$ cat config.mk
export PLATFORM = sky130hd
export DESIGN_NAME = pdm_panel_driver
export DESIGN_NICKNAME = d
export VERILOG_FILES = /design/src/rtl/pdm_pkg.sv /design/src/rtl/panel_shift_out.sv /design/src/rtl/pdm_panel_driver.sv
export SDC_FILE = /design/constraint.sdc
export NUM_CORES = 1
export LEC_CHECK = 0
export CAP_MARGIN = 0
export CORE_MARGIN = 2
export CORE_UTILIZATION = 25
export CTS_CLUSTER_SIZE = 16
export DETAILED_ROUTE_END_ITERATION = 10
export GPL_ROUTABILITY_DRIVEN = 0
export PLACE_DENSITY_LB_ADDON = 0.05
export SYNTH_ARGS = -nofsm -noshare
export SYNTH_HDL_FRONTEND = slang
export SYNTH_HIERARCHICAL = 1
export SYNTH_SLANG_ARGS = --single-unit
$ cat constraint.sdc
create_clock -name fast_clk -period 4.9 [get_ports fast_clk]
set_input_delay 0.49 -clock fast_clk [delete_from_list [all_inputs] [get_ports fast_clk]]
set_output_delay 0.49 -clock fast_clk [all_outputs]
set_load 0.005 [all_outputs]
$ cat src/rtl/pdm_pkg.sv
// Shared constants and state encoding for the PDM panel driver.
// Defaults size a 4x8 panel with 8-bit pixel intensity.
package pdm_pkg;

   localparam int DEF_ROWS = 4;
   localparam int DEF_COLS = 8;
   localparam int DEF_DW   = 8;
   localparam int NPIX     = DEF_ROWS * DEF_COLS;

   typedef enum logic [1:0] {
      IDLE,
      SHIFT,
      LATCH
   } pdm_state_t;

endpackage

$ cat src/rtl/panel_shift_out.sv
// Serialises one row of PDM bits into the panel column shift register,
// then latches it and selects the row. Requests one bit per column.
module panel_shift_out
   import pdm_pkg::*;
#(
   parameter int ROWS = DEF_ROWS,
   parameter int COLS = DEF_COLS
) (
   input  logic                    fast_clk,
   input  logic                    reset,
   input  logic                    start,
   input  logic [$clog2(ROWS)-1:0] row,
   output logic                    accept,
   output logic                    bit_req,
   output logic [$clog2(COLS)-1:0] bit_col,
   input  logic                    bit_val,
   output logic                    panel_data,
   output logic                    panel_clk,
   output logic                    panel_latch,
   output logic                    panel_oe,
   output logic [$clog2(ROWS)-1:0] panel_row,
   output logic                    busy
);

   localparam int CB = $clog2(COLS);

   pdm_state_t    state;
   logic [CB-1:0] col;
   logic          phase;

   assign accept = (state != SHIFT);

   // Bit for the column about to enter phase 0 is fetched one edge early.
   always_comb begin
      bit_req = 1'b0;
      bit_col = col;
      unique case (state)
         IDLE: begin
            if (start) begin
               bit_req = 1'b1;
               bit_col = CB'(COLS - 1);
            end
         end
         SHIFT: begin
            if (phase && col != '0) begin
               bit_req = 1'b1;
               bit_col = col - 1'b1;
            end
         end
         default: ;
      endcase
   end

   always_ff @(posedge fast_clk) begin
      if (reset) begin
         state       <= IDLE;
         col         <= '0;
         phase       <= 1'b0;
         panel_data  <= 1'b0;
         panel_clk   <= 1'b0;
         panel_latch <= 1'b0;
         panel_oe    <= 1'b0;
         panel_row   <= '0;
         busy        <= 1'b0;
      end else begin
         unique case (state)
            IDLE: begin
               if (start) begin
                  state      <= SHIFT;
                  col        <= CB'(COLS - 1);
                  phase      <= 1'b0;
                  panel_data <= bit_val;
                  panel_clk  <= 1'b0;
                  busy       <= 1'b1;
               end
            end
            SHIFT: begin
               if (!phase) begin
                  phase     <= 1'b1;
                  panel_clk <= 1'b1;
               end else if (col != '0) begin
                  col        <= col - 1'b1;
                  phase      <= 1'b0;
                  panel_clk  <= 1'b0;
                  panel_data <= bit_val;
               end else begin
                  state       <= LATCH;
                  panel_clk   <= 1'b0;
                  panel_latch <= 1'b1;
                  panel_oe    <= 1'b0;
                  panel_row   <= row;
               end
            end
            LATCH: begin
               state       <= IDLE;
               panel_latch <= 1'b0;
               panel_oe    <= 1'b1;
               busy        <= 1'b0;
            end
            default: state <= IDLE;
         endcase
      end
   end

endmodule

$ cat src/rtl/pdm_panel_driver.sv
// Row capture, double buffering and per-pixel sigma-delta accumulators
// feeding the serial panel shifter.
module pdm_panel_driver
   import pdm_pkg::*;
#(
   parameter int ROWS = DEF_ROWS,
   parameter int COLS = DEF_COLS,
   parameter int DW   = DEF_DW
) (
   input  logic                    fast_clk,
   input  logic                    reset,
   input  logic                    pix_valid,
   input  logic [$clog2(COLS)-1:0] pix_col,
   input  logic [$clog2(ROWS)-1:0] pix_row,
   input  logic [DW-1:0]           pix_data,
   input  logic                    row_done,
   output logic                    panel_data,
   output logic                    panel_clk,
   output logic                    panel_latch,
   output logic                    panel_oe,
   output logic [$clog2(ROWS)-1:0] panel_row,
   output logic                    busy,
   output logic                    overrun
);

   localparam int RB = $clog2(ROWS);
   localparam int CB = $clog2(COLS);
   localparam int NP = ROWS * COLS;

   logic [DW-1:0]    back    [COLS];
   logic [DW-1:0]    back_nx [COLS];
   logic [DW-1:0]    front   [COLS];
   logic [DW-1:0]    snap    [COLS];
   logic [DW-1:0]    acc     [NP];
   logic [RB-1:0]    cur_row;
   logic [RB-1:0]    pend_row;
   logic             pending;
   logic             go;
   logic             accept;
   logic             launch;
   logic             bit_req;
   logic [CB-1:0]    bit_col;
   logic             bit_val;
   logic [RB+CB-1:0] acc_idx;
   logic [DW:0]      sum;

   // A write in the row_done cycle must be part of the copied row.
   always_comb begin
      for (int i = 0; i < COLS; i++) back_nx[i] = back[i];
      if (pix_valid) back_nx[pix_col] = pix_data;
   end

   assign acc_idx = {cur_row, bit_col};
   assign sum     = {1'b0, acc[acc_idx]} + {1'b0, front[bit_col]};
   assign bit_val = sum[DW];

   // Launching while the shifter latches leaves exactly one idle cycle.
   assign launch = accept & ~go;

   always_ff @(posedge fast_clk) begin
      if (reset) begin
         for (int i = 0; i < COLS; i++) begin
            back[i]  <= '0;
            front[i] <= '0;
            snap[i]  <= '0;
         end
         cur_row  <= '0;
         pend_row <= '0;
         pending  <= 1'b0;
         go       <= 1'b0;
         overrun  <= 1'b0;
      end else begin
         for (int i = 0; i < COLS; i++) back[i] <= back_nx[i];
         go      <= 1'b0;
         overrun <= 1'b0;
         if (launch && pending) begin
            front   <= snap;
            cur_row <= pend_row;
            go      <= 1'b1;
            pending <= row_done;
            if (row_done) begin
               snap     <= back_nx;
               pend_row <= pix_row;
            end
         end else if (launch && row_done) begin
            front   <= back_nx;
            cur_row <= pix_row;
            go      <= 1'b1;
         end else if (row_done) begin
            overrun  <= pending;
            pending  <= 1'b1;
            snap     <= back_nx;
            pend_row <= pix_row;
         end
      end
   end

   always_ff @(posedge fast_clk) begin
      if (reset) begin
         for (int i = 0; i < NP; i++) acc[i] <= '0;
      end else if (bit_req) begin
         acc[acc_idx] <= sum[DW-1:0];
      end
   end

   panel_shift_out #(
      .ROWS (ROWS),
      .COLS (COLS)
   ) u_shift (
      .fast_clk    (fast_clk),
      .reset       (reset),
      .start       (go),
      .row         (cur_row),
      .accept      (accept),
      .bit_req     (bit_req),
      .bit_col     (bit_col),
      .bit_val     (bit_val),
      .panel_data  (panel_data),
      .panel_clk   (panel_clk),
      .panel_latch (panel_latch),
      .panel_oe    (panel_oe),
      .panel_row   (panel_row),
      .busy        (busy)
   );

endmodule

### Word level (Yosys, flattened, before mapping)

Memories as Yosys holds them, arrays and structs flattened.
Cells that the tools add are included.

| word-level totals | value |
|---|---|
| bits in registers | 148 |
| latch bits | 0 |
| memory bits (writable) | 320 |
| ROM bits | 0 |
| input bits | 17 |
| output and inout port bits | 8 |
| logic and storage cells | 150 |
| memories kept | 2 |

| operators by class | value |
|---|---|
| add/sub/neg operators | 2 |
| multiply operators | 0 |
| divide/modulo/power cells | 0 |
| order comparisons | 3 |
| equality and inequality tests | 8 |
| shift operators | 0 |
| mux-type cells | 70 |
| bitwise operators | 14 |
| reductions and logical operators | 21 |

Memory list:

| name | words | width | read ports | clocked after memory_dff | write ports | RTL line | text |
|---|---|---|---|---|---|---|---|
| acc | 32 | 8 | 1 | 0 | 32 | pdm_panel_driver.sv:34 | `logic [DW-1:0] acc [NP];` |
| back | 8 | 8 | 8 | 0 | 8 | pdm_panel_driver.sv:30 | `logic [DW-1:0] back [COLS];` |

Operator list:

| operator | count |
|---|---|
| $mux 64 | 6 |
| $mux 8 | 12 |
| $bwmux 64 | 1 |
| $mux 1 | 26 |
| $bmux 8 s3 | 1 |
| $demux 8 s3 | 1 |
| $mux 2 | 8 |
| $pmux 1 s2 | 7 |
| $mux 3 | 4 |
| $pmux 3 s2 | 2 |
| $reduce_and 3->1 | 4 |
| $reduce_bool 2->1 | 5 |
| $add 8x8->9 | 1 |
| $ge 4x4->1 const B | 2 |
| $not 3->4 | 2 |
| $or 1x1->1 | 8 |
| $reduce_or 8->1 | 1 |
| $ne 2x1->1 const B | 3 |
| $ne 2x2->1 const B | 3 |
| $reduce_and 2->1 | 3 |
| $mux 5 | 1 |
| $logic_and 1x1->1 | 4 |
| $lt 4x1->1 const B | 1 |
| $pmux 2 s2 | 1 |
| other kinds (9) | 11 |

### Depth between registers and ports, before layout

| logic depth | value |
|---|---|
| depth after elaboration | 12 |
| gate-level depth with buffers | 22 |
| mapped depth without buffers | 18 |

### Modules after synthesis

The synthesis kept the hierarchy.

Modules (own cells, without submodules):

| module | times used | cells each | area each (sq um) | seq. area each (sq um) |
|---|---|---|---|---|
| pdm_panel_driver | 1 | 1689 | 19583.8 | 11671.2 |
| panel_shift_out | 1 | 79 | 670.6 | 260.2 |

### Worst setup path before layout

Ideal clock, no wire load.

| path | value |
|---|---|
| kind | register to register |
| from | reg u_shift.col[0] |
| to | mem acc[11][6] in the netlist's numbering, data pin |
| data arrival time | 4171 ps |
| slack | 466 ps |
| cell stages (with the launch flop) | 18 |
| path buffers | 4 |
| period minus slack after synthesis | 4434 ps |
| path through | dfxtp_1 > inv_1 > ha_1 > nor2b_1 > buf_6 > or3_1 > nand3_1 > buf_2 > clkbuf_1 > mux4_2 > mux2_2 > ha_1 > fa_1 > a211oi_1 > o21ai_0 > a211oi_2 > buf_2 > nor3_1 |

RTL lines:

| what | RTL line | text |
|---|---|---|
| start: declaration | panel_shift_out.sv:28 | `logic [CB-1:0] col;` |
| start signal: assignment | panel_shift_out.sv:70 | `col <= CB'(COLS - 1);` |
| start signal: assignment | panel_shift_out.sv:82 | `col <= col - 1'b1;` |
| end: declaration | pdm_panel_driver.sv:34 |  |

==> flow_summary.yaml <==
run_status:
  run_status: "complete, no violations"
cells_and_area:
  final_cell_mix: "nor2_1, edfxtp_1, dfxtp_1"
  drive_gt1_share_pct: 14.9
  final_core_util_pct: 30.0
  diodes: 0
  nets: 1835
  syn_to_final_growth_pct: 19.3
  layout.cells.non_filler: 2912
  final_common_cell: "nor2_1"
  fillers: 8240
  finalInstanceArea_um2: 24200
logic_synthesis:
  synth_ff_type: "edfxtp_1"
  synth_area_um2: 20300
  yosysSeqAreaShare_pct: 58.9
  synthAdderAreaFrac_pct: 0.717
  synth_compound_area_share_pct: 10.0
  synth_cells: 1768
  synth_seq_cells: 468
  synth_edf_count: 256
  async_flop_share_pct: 0
  synth_top_family_by_area: "simple AND/OR/NAND/NOR gates"
  syn_nets: 1796
  synth_xor_area_share_pct: 0.173
  yosys.area_share.simple_pct: 14.3
  synth_area_per_cell_um2: 11.5
  synth_cell_type_count: 69
  synthMuxAreaShare_pct: 11.8
  yosysWarningCount: 6
detailed_routing:
  antenna_left: 0
  initialDrtViolationCount: 840
  wl_per_cell_um: 22.8
  dr.pass1.iters: 5
  routed-via-count: 13794
  wirelength_mm: 66.3
  drc_errors: 0
  viasPerCell: 4.74
job:
  drv_cap: 0
place:
  place_inst: 2793
  dpl.hpwl_mm: 40.2
  io_buffers: 24
  place_area_um2: 22100
floorplanning:
  io_pins: 25
  rows: 104
  die_h_um: 289
  fp.dieArea_um2: 83300
  die_x_um: 289
  start_util_pct: 25.2
  core_area_um2: 80400
worst_hold_path:
  whs_path_depth: 2
  hold_start: "reset"
  hold_class: "primary input to flop"
timing:
  finalCritPeriodShare_pct: 96.4
  slew_violations: 0
  slew-limit-headroom_pct: 27.7
  period_needed_ns: 4.73
  tightestPinTransition_ns: 1.08
  fmax_ghz: 0.212
  hold_viol: 0
  finalSetupTns_ns: 0
  finClkSkew_ns: 0.0302
  setup_viol: 0
clocking:
  clock_sinks: 468
  cts_buffers: 56
  clock_tree.buffer_depth: 3
  clk-insertion-delay-late_ns: 0.62
  path_clk_slew_ns: 0.06
  htreeDepth: 2
  cts_tree: "done"
  cts_hold_buf: 0
  root_buffer: "clkbuf_16"
power_and_ir_drop:
  p_total_mw: 10.8
  peakVddDrop_mv: 0.262
  power.density_nw_per_um2: 449
  p_leak_nw: 8.46
global_route:
  track_usage_pct: 15.5
  grt_pass1_vias: 13774
  grt_overflow: 0
  grt_pass1_wl_mm: 96.1
  antenna_found_initial: 1
  grt_max_degree: 109
critical_path:
  crit_path_start_kind: "flop"
  crit_fanout: 18
  r2r-start: "u_shift/col[1]"
  end_kind: "flop"
  reg2regPathDepth: 19
  cp.arrival_ns: 5.07
  worstSetupPathType: "flop to flop"
  worstPathRequired_ns: 5.25
  startpoint: "u_shift/col[1]"
==> layout make-up <==
class,count,area [um2],share of cell area [%]
flip-flops and latches,468,11900,49.4
multi-input cells,1133,7740,32.0
clock buffers,77,1530,6.34
repair buffers,138,1380,5.72
well taps,1060,1330,5.49
clock inverters,26,209,0.865
inverters,10,37.5,0.155
==> Yosys cell counts, types with 9 or more instances <==
| cell | count | area [um2] |
|---|---|---|
| mux4_2 | 16 | 360 |
| a21oi_1 | 38 | 190 |
| nand2_1 | 37 | 139 |
| inv_1 | 10 | 37.5 |
| a211oi_1 | 66 | 495 |
| dfxtp_1 | 212 | 4240 |
| mux2i_1 | 194 | 1940 |
| o22ai_1 | 100 | 626 |
| o21ai_0 | 9 | 45.0 |
| a22oi_1 | 65 | 488 |
| edfxtp_1 | 256 | 7690 |
| nor3_1 | 67 | 335 |
| ha_1 | 10 | 125 |
| buf_2 | 60 | 300 |
| nor4_1 | 16 | 100 |
| nand2b_1 | 68 | 425 |
| nor2_1 | 338 | 1270 |
| buf_4 | 19 | 143 |
| clkbuf_1 | 66 | 248 |
==> routing by layer <==
layer	vias up	GRT usage, %	wire length [um]
li1	6597	-	-
met2	193	26.1	32200
met3	72	2.12	1990
met5	-	0	0
met1	6932	21.4	31200
met4	0	3.03	925
==> report_power, final <==
part	switching, mW	leakage, nW	internal (mW)	total (mW)
Sequential	0.0870	4.37	4.30	4.38
Clock	1.70	0.850	2.33	4.03
Combinational	1.56	3.24	0.863	2.42
Total	3.35	8.46	7.49	10.8
==> critical path, stage by stage, from the launching register on <==
cell and delay [ns]:
dfxtp_1 0.36, inv_1 0.08, ha_1 0.22, nor2b_1 0.19, or3_4 0.40, nand3_4 0.20
clkbuf_16 0.21, buf_6 0.25, mux2i_1 0.30, o22ai_1 0.20, nor4_2 0.29, buf_4 0.16
nand2_1 0.08, ha_1 0.33, a211oi_2 0.28, o21ai_1 0.15, a211oi_4 0.28, buf_4 0.20
clkbuf_16 0.18, nor3_1 0.05
==> flip-flops by register name, summed over array words and instances (netlist names) <==
signal	cells
acc	256
back	64
front	64
snap	64
u_shift/col	3
cur_row	2
pend_row	2
u_shift/panel_row	2
u_shift/state	2
go	1
overrun	1
pending	1
u_shift/busy	1
u_shift/panel_clk	1
u_shift/panel_data	1
u_shift/panel_latch	1
u_shift/panel_oe	1
u_shift/phase	1
==> repair_timing <==
item | CTS | global route
gates cloned | 0 | 6
pin swaps | 2 | 7
gates resized for setup | 2 | 23
buffers inserted | 3 | 7
endpoints found under the hold margin | 0 | 0
setup endpoints to repair | 43 | 124
==> kinds of logic after synthesis <==
logic type / after synthesis
AND/OR/NAND/NOR: 597
flip-flops: 468
AO/OA/AOI/OAI: 302
multiplexers: 218
buffers and inverters: 168
adder cells (fa/ha/maj): 11
XOR/XNOR: 4
==> worst paths after layout <==
path,slack (ns),end
min reg2reg,0.47,u_shift/busy
max reg2reg,0.17,acc[19][6]
max,0.17,acc[19][6]
min,0.28,u_shift/panel_clk
==> metrics by stage <==
| stage | worst slack, ns | hold WS, ns |
|---|---|---|
| 5_1_grt | -0.0498 | 0.282 |
| 3_5_place_dp | -0.0853 | 0.462 |
| 4_1_cts | 0.00618 | 0.248 |
| 3_3_place_gp | -0.0228 | 0.443 |
| 6_report | 0.175 | 0.279 |
| 2_1_floorplan | 0.466 | 0.437 |
Power figures use the tool's default switching activity.
